**src/rtl/mac_array_pkg.sv**
```systemverilog
// Shared types and helpers for mac_array: FSM state encoding and the
// saturation limits used when MAC_ARRAY_SAT_EN is defined.
package mac_array_pkg;

    localparam int STATE_W     = 2;
    localparam int SAT_LIMIT_W = 64;

    typedef enum logic [STATE_W-1:0] {
        ST_IDLE  = 2'd0,
        ST_ACCUM = 2'd1,
        ST_DRAIN = 2'd2,
        ST_HOLD  = 2'd3
    } state_e;

    // Most positive / most negative two's-complement value of acc_width bits,
    // returned sign-extended to SAT_LIMIT_W so callers can slice what they need.
    function automatic logic [SAT_LIMIT_W-1:0] sat_limit(input int unsigned acc_width,
                                                          input logic        negative);
        logic [SAT_LIMIT_W-1:0] lim;
        if (negative) begin
            lim = {SAT_LIMIT_W{1'b1}} << (acc_width - 32'd1);
        end else begin
            lim = ({{(SAT_LIMIT_W-1){1'b0}}, 1'b1} << (acc_width - 32'd1)) - 64'd1;
        end
        return lim;
    endfunction

endpackage

```
**src/rtl/mac_array_lane.sv**
```systemverilog
// One signed MAC lane: registered product, then load/accumulate stage.
// Saturating accumulate with sticky flag when MAC_ARRAY_SAT_EN is defined.
module mac_array_lane
    import mac_array_pkg::*;
#(
    parameter int DATA_WIDTH   = 16,
    parameter int WEIGHT_WIDTH = 8,
    parameter int ACCUM_WIDTH  = 32
) (
    input  logic                    clk,
    input  logic                    rst,
    input  logic                    in_fire,
    input  logic                    in_first,
    input  logic [DATA_WIDTH-1:0]   in_data,
    input  logic [WEIGHT_WIDTH-1:0] in_weight,
    output logic [ACCUM_WIDTH-1:0]  acc,
    output logic                    sat
);

    localparam int PROD_WIDTH = DATA_WIDTH + WEIGHT_WIDTH;

    logic signed [PROD_WIDTH-1:0]  prod_d, prod_q;
    logic                          s1_valid_d, s1_valid_q;
    logic                          s1_first_d, s1_first_q;
    logic signed [ACCUM_WIDTH-1:0] prod_ext_s;
    logic signed [ACCUM_WIDTH-1:0] acc_d, acc_q;

    // Stage 1: capture the signed product and its tags on an accepted beat.
    always_comb begin
        s1_valid_d = in_fire;
        if (in_fire) begin
            prod_d     = PROD_WIDTH'($signed(in_data)) * PROD_WIDTH'($signed(in_weight));
            s1_first_d = in_first;
        end else begin
            prod_d     = prod_q;
            s1_first_d = s1_first_q;
        end
    end

`ifdef MAC_ARRAY_SAT_EN
    localparam logic [SAT_LIMIT_W-1:0] SAT_MAX_W = sat_limit(ACCUM_WIDTH, 1'b0);
    localparam logic [SAT_LIMIT_W-1:0] SAT_MIN_W = sat_limit(ACCUM_WIDTH, 1'b1);
    localparam logic [ACCUM_WIDTH-1:0] SAT_MAX   = SAT_MAX_W[ACCUM_WIDTH-1:0];
    localparam logic [ACCUM_WIDTH-1:0] SAT_MIN   = SAT_MIN_W[ACCUM_WIDTH-1:0];

    logic [ACCUM_WIDTH:0] sum_g_s;
    logic                 sat_d, sat_q;

    // Stage 2: load or add with one guard bit, clamping on signed overflow.
    always_comb begin
        prod_ext_s = ACCUM_WIDTH'(prod_q);
        sum_g_s    = {acc_q[ACCUM_WIDTH-1], acc_q} + {prod_ext_s[ACCUM_WIDTH-1], prod_ext_s};
        if (!s1_valid_q) begin
            acc_d = acc_q;
            sat_d = sat_q;
        end else if (s1_first_q) begin
            acc_d = prod_ext_s;
            sat_d = 1'b0;
        end else if (sum_g_s[ACCUM_WIDTH] != sum_g_s[ACCUM_WIDTH-1]) begin
            acc_d = sum_g_s[ACCUM_WIDTH] ? SAT_MIN : SAT_MAX;
            sat_d = 1'b1;
        end else begin
            acc_d = sum_g_s[ACCUM_WIDTH-1:0];
            sat_d = sat_q;
        end
    end

    // Sticky saturation flag register.
    always_ff @(posedge clk) begin
        if (rst) begin
            sat_q <= 1'b0;
        end else begin
            sat_q <= sat_d;
        end
    end

    assign sat = sat_q;
`else
    // Stage 2: load or add, wrapping modulo 2^ACCUM_WIDTH.
    always_comb begin
        prod_ext_s = ACCUM_WIDTH'(prod_q);
        if (!s1_valid_q) begin
            acc_d = acc_q;
        end else if (s1_first_q) begin
            acc_d = prod_ext_s;
        end else begin
            acc_d = acc_q + prod_ext_s;
        end
    end

    assign sat = 1'b0;
`endif

    // Pipeline and accumulator registers.
    always_ff @(posedge clk) begin
        if (rst) begin
            prod_q     <= {PROD_WIDTH{1'b0}};
            s1_valid_q <= 1'b0;
            s1_first_q <= 1'b0;
            acc_q      <= {ACCUM_WIDTH{1'b0}};
        end else begin
            prod_q     <= prod_d;
            s1_valid_q <= s1_valid_d;
            s1_first_q <= s1_first_d;
            acc_q      <= acc_d;
        end
    end

    assign acc = acc_q;

endmodule

```
**src/rtl/mac_array.sv**
```systemverilog
// LANES-wide signed dot-product engine with valid/ready in and held result out.
// Optional saturation: define MAC_ARRAY_SAT_EN.
module mac_array
    import mac_array_pkg::*;
#(
    parameter int DATA_WIDTH   = 16,
    parameter int WEIGHT_WIDTH = 8,
    parameter int ACCUM_WIDTH  = 32,
    parameter int LANES        = 4,
    parameter int LEN_WIDTH    = 8
) (
    input  logic                          clk,
    input  logic                          rst,
    input  logic [LEN_WIDTH-1:0]          cfg_len_m1,
    input  logic                          in_valid,
    output logic                          in_ready,
    input  logic [LANES*DATA_WIDTH-1:0]   in_data,
    input  logic [LANES*WEIGHT_WIDTH-1:0] in_weight,
    output logic                          out_valid,
    input  logic                          out_ready,
    output logic [LANES*ACCUM_WIDTH-1:0]  out_accum,
    output logic [LANES-1:0]              out_sat
);

    state_e               state_d, state_q;
    logic [LEN_WIDTH-1:0] len_d, len_q;
    logic [LEN_WIDTH-1:0] cnt_d, cnt_q;
    logic                 s1_last_d, s1_last_q;
    logic                 in_ready_d, in_ready_q;
    logic                 out_valid_d, out_valid_q;
    logic                 in_fire_s;
    logic                 first_s;

    // State register.
    always_ff @(posedge clk) begin
        if (rst) begin
            state_q <= ST_IDLE;
        end else begin
            state_q <= state_d;
        end
    end

    // Next-state, vector length latch and element counter (cnt = index of next beat).
    always_comb begin
        in_fire_s = in_valid && in_ready_q;
        first_s   = (state_q == ST_IDLE);
        state_d   = state_q;
        len_d     = len_q;
        cnt_d     = cnt_q;
        s1_last_d = 1'b0;
        case (state_q)
            ST_IDLE: begin
                if (in_fire_s) begin
                    len_d     = cfg_len_m1;
                    cnt_d     = LEN_WIDTH'(1);
                    s1_last_d = (cfg_len_m1 == {LEN_WIDTH{1'b0}});
                    state_d   = s1_last_d ? ST_DRAIN : ST_ACCUM;
                end else begin
                    state_d = ST_IDLE;
                end
            end
            ST_ACCUM: begin
                if (in_fire_s) begin
                    cnt_d = cnt_q + LEN_WIDTH'(1);
                    if (cnt_q == len_q) begin
                        s1_last_d = 1'b1;
                        state_d   = ST_DRAIN;
                    end else begin
                        state_d = ST_ACCUM;
                    end
                end else begin
                    state_d = ST_ACCUM;
                end
            end
            // The last product sits in stage 1 now; the accumulator takes it this edge.
            ST_DRAIN: begin
                if (s1_last_q) begin
                    state_d = ST_HOLD;
                end else begin
                    state_d = ST_DRAIN;
                end
            end
            ST_HOLD: begin
                if (out_valid_q && out_ready) begin
                    state_d = ST_IDLE;
                end else begin
                    state_d = ST_HOLD;
                end
            end
            default: begin
                state_d = ST_IDLE;
            end
        endcase
    end

    // Output decode from the next state so the handshake outputs are registered.
    always_comb begin
        in_ready_d  = (state_d == ST_IDLE) || (state_d == ST_ACCUM);
        out_valid_d = (state_d == ST_HOLD);
    end

    // Control and handshake registers.
    always_ff @(posedge clk) begin
        if (rst) begin
            len_q       <= {LEN_WIDTH{1'b0}};
            cnt_q       <= {LEN_WIDTH{1'b0}};
            s1_last_q   <= 1'b0;
            in_ready_q  <= 1'b0;
            out_valid_q <= 1'b0;
        end else begin
            len_q       <= len_d;
            cnt_q       <= cnt_d;
            s1_last_q   <= s1_last_d;
            in_ready_q  <= in_ready_d;
            out_valid_q <= out_valid_d;
        end
    end

    assign in_ready  = in_ready_q;
    assign out_valid = out_valid_q;

    for (genvar g = 0; g < LANES; g++) begin : g_lane
        mac_array_lane #(
            .DATA_WIDTH  (DATA_WIDTH),
            .WEIGHT_WIDTH(WEIGHT_WIDTH),
            .ACCUM_WIDTH (ACCUM_WIDTH)
        ) u_lane (
            .clk      (clk),
            .rst      (rst),
            .in_fire  (in_fire_s),
            .in_first (first_s),
            .in_data  (in_data[g*DATA_WIDTH +: DATA_WIDTH]),
            .in_weight(in_weight[g*WEIGHT_WIDTH +: WEIGHT_WIDTH]),
            .acc      (out_accum[g*ACCUM_WIDTH +: ACCUM_WIDTH]),
            .sat      (out_sat[g])
        );
    end

endmodule

```
**config.mk**
```make
export PLATFORM = sky130hd
export DESIGN_NAME = mac_array
export DESIGN_NICKNAME = d
export VERILOG_FILES = /design/src/rtl/mac_array_pkg.sv /design/src/rtl/mac_array_lane.sv /design/src/rtl/mac_array.sv
export SDC_FILE = /design/constraint.sdc
export NUM_CORES = 2
export LEC_CHECK = 0
export CAP_MARGIN = 10
export CORE_ASPECT_RATIO = 1.75
export CORE_MARGIN = 3
export CORE_UTILIZATION = 55
export CTS_BUF_LIST = sky130_fd_sc_hd__clkbuf_2 sky130_fd_sc_hd__clkbuf_4 sky130_fd_sc_hd__clkbuf_8
export CTS_CLUSTER_DIAMETER = 50
export DETAILED_ROUTE_END_ITERATION = 6
export HOLD_SLACK_MARGIN = 0.1
export PLACE_DENSITY = 0.79
export RECOVER_POWER = 50
export SYNTH_ARGS = -nofsm -noshare
export SYNTH_HDL_FRONTEND = slang
export SYNTH_SLANG_ARGS = --single-unit
export TNS_END_PERCENT = 5
```
**constraint.sdc**
```tcl
create_clock -name clk -period 6.9 [get_ports clk]
set_input_delay 1.38 -clock clk [delete_from_list [all_inputs] [get_ports clk]]
set_output_delay 1.38 -clock clk [all_outputs]
set_load 0.02 [all_outputs]
```
# Yosys cells after proc, flatten, opt, wreduce, memory -nomap -nowiden
# Cells that the tools add are included.
[word_totals]
word_cells = 60
reg_bits = 247
out_inout_bits = 134
[op_classes]
n_reduce_logical = 9
eq_ne = 8
addsub = 5
n_mux = 18
multipliers = 4
[ops]
columns = ["cell", "n"]
rows = [
  ["32-bit by 24-bit adder with 32-bit output", 4],
  ["32-bit 2-to-1 mux", 4],
  ["16-bit by 8-bit multiplier with 24-bit output", 4],
  ["8-bit 2-to-1 mux", 2],
  ["8-bit case mux with 2 select lines", 1],
  ["2-bit 2-to-1 mux", 5],
  ["8-bit by 1-bit adder with 8-bit output (second input constant)", 1],
  ["8-bit equality test", 1],
  ["8-bit zero test", 1],
  ["2-bit case mux with 4 select lines", 1],
  ["2-bit equality test (second input constant)", 3],
  ["2-bit by 1-bit equality test with 1-bit output (second input constant)", 2],
  ["2-bit zero test", 2],
  ["1-bit 2-to-1 mux", 4],
  ["2-bit by 1-bit != test with 1-bit output (second input constant)", 2],
  ["3-bit AND reduction", 1],
  ["1-bit logical AND", 2],
  ["1-bit case mux with 2 select lines", 1],
  ["2-bit AND reduction", 1],
  ["2-bit nonzero test", 1],
  ["1-bit logical OR", 1],
]

# Depth between registers and ports, before layout
[depth]
ltp_word = 6
depth_mapped = 23
depth_no_buf = 22

# Modules after synthesis
# From an unflattened synthesis, not the netlist that was laid out.
[hier_totals]
cells_unflattened = 4130
hier_area_um2 = 34835.9
[modules_own_cells]
columns = ["module", "instances", "cells_per_inst", "area_each_um2", "seq_area_each_um2"]
rows = [
  ["mac_array_lane at g_lane[3].u_lane", 1, 1029, 8684.6, 1161.1],
  ["mac_array_lane at g_lane[0].u_lane", 1, 1015, 8501.9, 1161.1],
  ["mac_array_lane at g_lane[2].u_lane", 1, 982, 8341.8, 1161.1],
  ["mac_array_lane at g_lane[1].u_lane", 1, 990, 8321.7, 1161.1],
  ["mac_array", 1, 114, 985.9, 420.4],
]

# Worst setup path before layout
# OpenSTA, ideal clock, no wires.
[synth_path]
kind = "in2reg"
startpoint = "input in_weight[31]"
endpoint = "register g_lane[3].u_lane.prod_q[22]"
arrival_time_ps = 6041
path_slack_ps = 742
path_stages = 20
t_required_ps = 6783
setup_time_ps = 117
path_cell_list = "inv_1 -> clkbuf_1 -> fa_1 -> fa_1 -> inv_1 -> fa_1 -> inv_1 -> fa_1 -> inv_1 -> ha_1 -> a21oi_1 -> o21ai_0 -> o41ai_1 -> o21ai_0 -> nor4_1 -> o21ai_0 -> o211ai_1 -> o21ai_0 -> xor2_1 -> a22o_1"
[synth_via]
elab_chain_len = 1
[synth_lines]
columns = ["element", "line", "rtl"]
rows = [
  ["start: declaration", "mac_array.sv:18", "input logic [LANES*WEIGHT_WIDTH-1:0] in_weight,"],
  ["16-bit by 8-bit multiplier with 24-bit output", "mac_array_lane.sv:32", "prod_d = PROD_WIDTH'($signed(in_data)) * PROD_WIDTH'($signed(in_weight));"],
  ["end signal: assignment", "mac_array_lane.sv:97", "prod_q <= {PROD_WIDTH{1'b0}};"],
  ["end signal: assignment", "mac_array_lane.sv:102", "prod_q <= prod_d;"],
  ["end: declaration", "mac_array_lane.sv:22", "logic signed [PROD_WIDTH-1:0] prod_d, prod_q;"],
]
# Every way passes these cells.
# A chain may end at the register's enable or synchronous reset.

# Worst setup path in the final report
[layout_path]
startpoint = "input in_data[52]"
endpoint = "register g_lane[3].u_lane.prod_q[22]"
[layout_via]
elab_chain_len = 1
[layout_lines]
columns = ["element", "line", "rtl"]
rows = [
  ["start: declaration", "mac_array.sv:17", "input logic [LANES*DATA_WIDTH-1:0] in_data,"],
  ["16-bit by 8-bit multiplier with 24-bit output", "mac_array_lane.sv:32", ""],
]
# Every way passes these cells.

==> summary.md <==
| Metric | Value |
|---|---|
| Run status | finished, violations left |
| Failing checks | max-capacitance violations, max-slew violations |
| CP max stage delay | around 0.57 ns |
| Setup Buffers After CTS | 0 |
| Met2 global-route usage | between 40% and 50% |
| CTS Buffer Depth | 3 |
| Final hold viol count | 0 |
| Synthesized area | between 30,000 and 40,000 um2 |
| TritonCTS Buffers | 42 |
| Final Power | approximately 11 mW |
| Filler cell count | about 5,000 |
| Crit path capture type | register |
| Most common cell after layout, fill and taps aside | inv_1 |
| Clock skew | roughly 0.032 ns |
| Asr flop ratio synth | 0% |
| IO buf count | roughly 240 |
| Slew at the pin closest to its max-slew limit | 3.30 ns |
| Gpl congestion | between 0.9 and 1 |
| Synth-to-layout area growth | 12.8% |
| Global-route wire length before repair | 141,000 um |
| Slowest cell on the critical path | clkdlybuf4s50_1 |
| Met3 Usage GRT | around 4.6% |
| Min cycle time layout | approximately 6.4 ns |
| Worst Hold Path Cells | 2 |
| Multi-input logic area | around 26,000 um2 |
| Row cnt | ~120 |
| DRC | 0 |
| Clock Sinks | around 250 |
| Synth area leaders | fa_1, dfxtp_1, ha_1 |
| Synth Instances | 4,043 |
| Hold Startpoint | g_lane[1].u_lane.prod_q[15]$_SDFFE_PP0P_ |
| WP data required | 7.37 ns |
| DR WL/cell | about 17 um |
| Synthesized area per cell | between 8 and 9 um2 |
| Worst VDD drop | 242 uV |
| Max_slew headroom | -120% |
| I/O pin count | roughly 240 |
| HPWL after DPL | between 60,000 and 70,000 um |
| Post-synth top area share | 25.0% |
| Min-Delay Path Class | reg2reg |
| H-tree levels | 2 |
| Yosys warnings | 0 |
| Clock slew at reported path FFs | ~0.06 ns |
| Final setup viols | 0 |
| Largest net degree at the start of global routing | around 130 |
| Pins Over Slew Limit | approximately 420 |
| GRT met1 Usage | about 29% |
| Worst reg2reg path startpoint | g_lane[2].u_lane.s1_first_q$_SDFFE_PP0P_ |
| Cell variety after synth | 79 |
| Vias in the first global route | around 29,000 |
| Cts hold-fix bufs | 0 |
| Critical path class | in2reg |
| Worst-Skew Late Latency | roughly 0.58 ns |
| Vias | 28,200 |
| Initial antenna violation count | 1 |
| Die H | around 330 um |
| Resized Gates After CTS | 0 |
| Worst Setup Start Kind | primary input |
| Worst r2r path cells | 5 |
| Arr. time, crit path | roughly 6.9 ns |
| PwrDens | around 300 nW/um2 |
| Core ar. | about 59,000 um2 |
| Aggregate global routing overflow | 0 |
| Commonest non-fill, non-tap cells in the layout | inv_1, nand2_1, fa_1 |
| Nets | between 5,000 and 6,000 |
| Detail Route Antenna Nets | 0 |
| Die width | 192 um |
| Ys flop type | dfxtp_1 |
| Sequential area share after synthesis | between 10 and 15% |
| DR pass1 iterations | 6 |
| Share of post-route cells with drive strength above 1 | around 3.6% |
| Die ar. | around 64,000 um2 |
| Global route hottest layer | met2 |
| Seq. cell area | slightly below 5000 um2 |
| Number of synthesized register bits | ~250 |
| Hold Path End | g_lane[1].u_lane.prod_q[15]$_SDFFE_PP0P_ |
| Crit path cell chain | clkdlybuf4s50_1 > and2_1 > fa_1 > inv_1 > fa_1 > inv_1 > fa_1 > inv_1 > fa_1 > inv_1 > ha_1 > a21oi_1 > o21ai_0 > o41ai_1 > o21ai_0 > nor4_1 > o21ai_0 > o211ai_1 > o21ai_0 > xor2_1 > a22o_1 |
| Routed wire length | about 85,000 um |
| Iteration-0 DRC Markers | 1,154 |
| Max Cap Viol | 5 |
| CTS tree | built |
| Fin crit share | between 90% and 100% |
| F_max | roughly 0.16 GHz |
| Critical Path Fanout Max | 8 |
| Via-to-Cell Ratio | ~5.6 |
| Root Buffer | clkbuf_8 |
| Cell taking the most area after synthesis | fa_1 |
| Buf+Inv Stages, Crit Path | 5 |
| Post-layout util | a little over three fifths |
| Leak | roughly 18 nW |
| GR Util All Layers | between 20% and 30% |
| R2r setup slk | around 1.6 ns |
| Unrepaired setup endpoints after global routing | no |
| Largest delay contributor family on the critical path | adder cells |
| CP Depth | 21 |
| Setup tns final | 0 ns |
| Worst r2r dst | g_lane[3].u_lane.acc[31]$_SDFFE_PP0P_ |
| Initial Utilization | a little under three fifths |
| Number of enable flip-flop cells after synthesis | 0 |
[power by group]
part | total, mW | internal, mW | switching, mW
Clock | 1.68 | 1.01 | 0.667
Combinational | 7.59 | 3.32 | 4.28
Sequential | 1.97 | 1.67 | 0.295
Total | 11.2 | 6.00 | 5.24
[area by class of cell]
cell class                      instances  area share [%]
Multi-Input combinational cell       3080            68.3
Inverter                              573            5.73
Tap cell                              780            2.60
Sequential cell                       247            13.2
Clock inverter                         20           0.823
Antenna cell                            1         0.00667
Clock buffer                           57            1.99
Timing Repair Buffer                  290            7.34
[stage by stage]
| step | area, um2 | cells | hold slack (ns) | setup WS (ns) |
|---|---|---|---|---|
| floorplan | 33300 | 4046 | 0.448 | 0.742 |
| global placement | 36500 | 4970 | 0.455 | 0.0279 |
| detailed placement | 36500 | 4970 | 0.467 | -0.0619 |
| CTS | 37600 | 5047 | 0.474 | 0.535 |
| global route | 37500 | 5048 | 0.495 | 0.0649 |
| finish | 37500 | 5048 | 0.473 | 0.456 |
[worst min-delay path, stage by stage (launching register included)]
cell and delay [ns]:
dfxtp_1 0.32, nand2_1 0.06, a21oi_1 0.05
[kinds of logic after synthesis]
logic type      count (synthesis)  share of synthesized area, %
xor+xnor                      194                          5.10
simple gates                 1363                          19.7
mux                            28                         0.853
flops                         247                          14.9
buf+inv                       719                          8.17
fa+ha+maj                     721                          36.5
compound gates                770                          14.8
other cells                     1                        0.0113
[synth_stat cells, types with 35 or more instances]
cell,n
a211oi_1,44
a21o_1,74
a21oi_1,247
a311oi_1,35
and2_1,355
clkbuf_1,124
dfxtp_1,247
fa_1,416
ha_1,305
inv_1,573
nand2_1,461
nand2b_1,39
nand3_1,45
nor2_1,293
nor3_1,54
o211ai_1,43
o21ai_0,146
xnor2_1,146
xor2_1,48
[layer usage]
layer	part of all wire [%]	wire [um]	vias up
met4	5.8	4920	0
met3	5.2	4480	248
li1	-	-	13600
met2	52	44500	646
met5	0	0	-
met1	37	31400	13700
[registers in the layout (all words and copies together) (netlist names), 2 cells and up]
signal	count
g_lane.u_lane.acc	128
g_lane.u_lane.prod_q	96
cnt_q	8
len_q	8
state_q	2
[how the worst max path moves through the flow]
stage	startpoint	endpoint	slack (ns)
finish	in_data[52]	g_lane[3].u_lane.prod_q[22]$_SDFFE_PP0P_	0.46
global route	in_weight[2]	g_lane[0].u_lane.prod_q[22]$_SDFFE_PP0P_	0.06
CTS	in_data[52]	g_lane[3].u_lane.prod_q[22]$_SDFFE_PP0P_	0.53
detailed placement	in_data[52]	g_lane[3].u_lane.prod_q[22]$_SDFFE_PP0P_	-0.06
global placement	in_data[52]	g_lane[3].u_lane.prod_q[22]$_SDFFE_PP0P_	0.03
floorplan	in_weight[31]	g_lane[3].u_lane.prod_q[22]$_SDFFE_PP0P_	0.74
(Power assumes the default switching activity.)
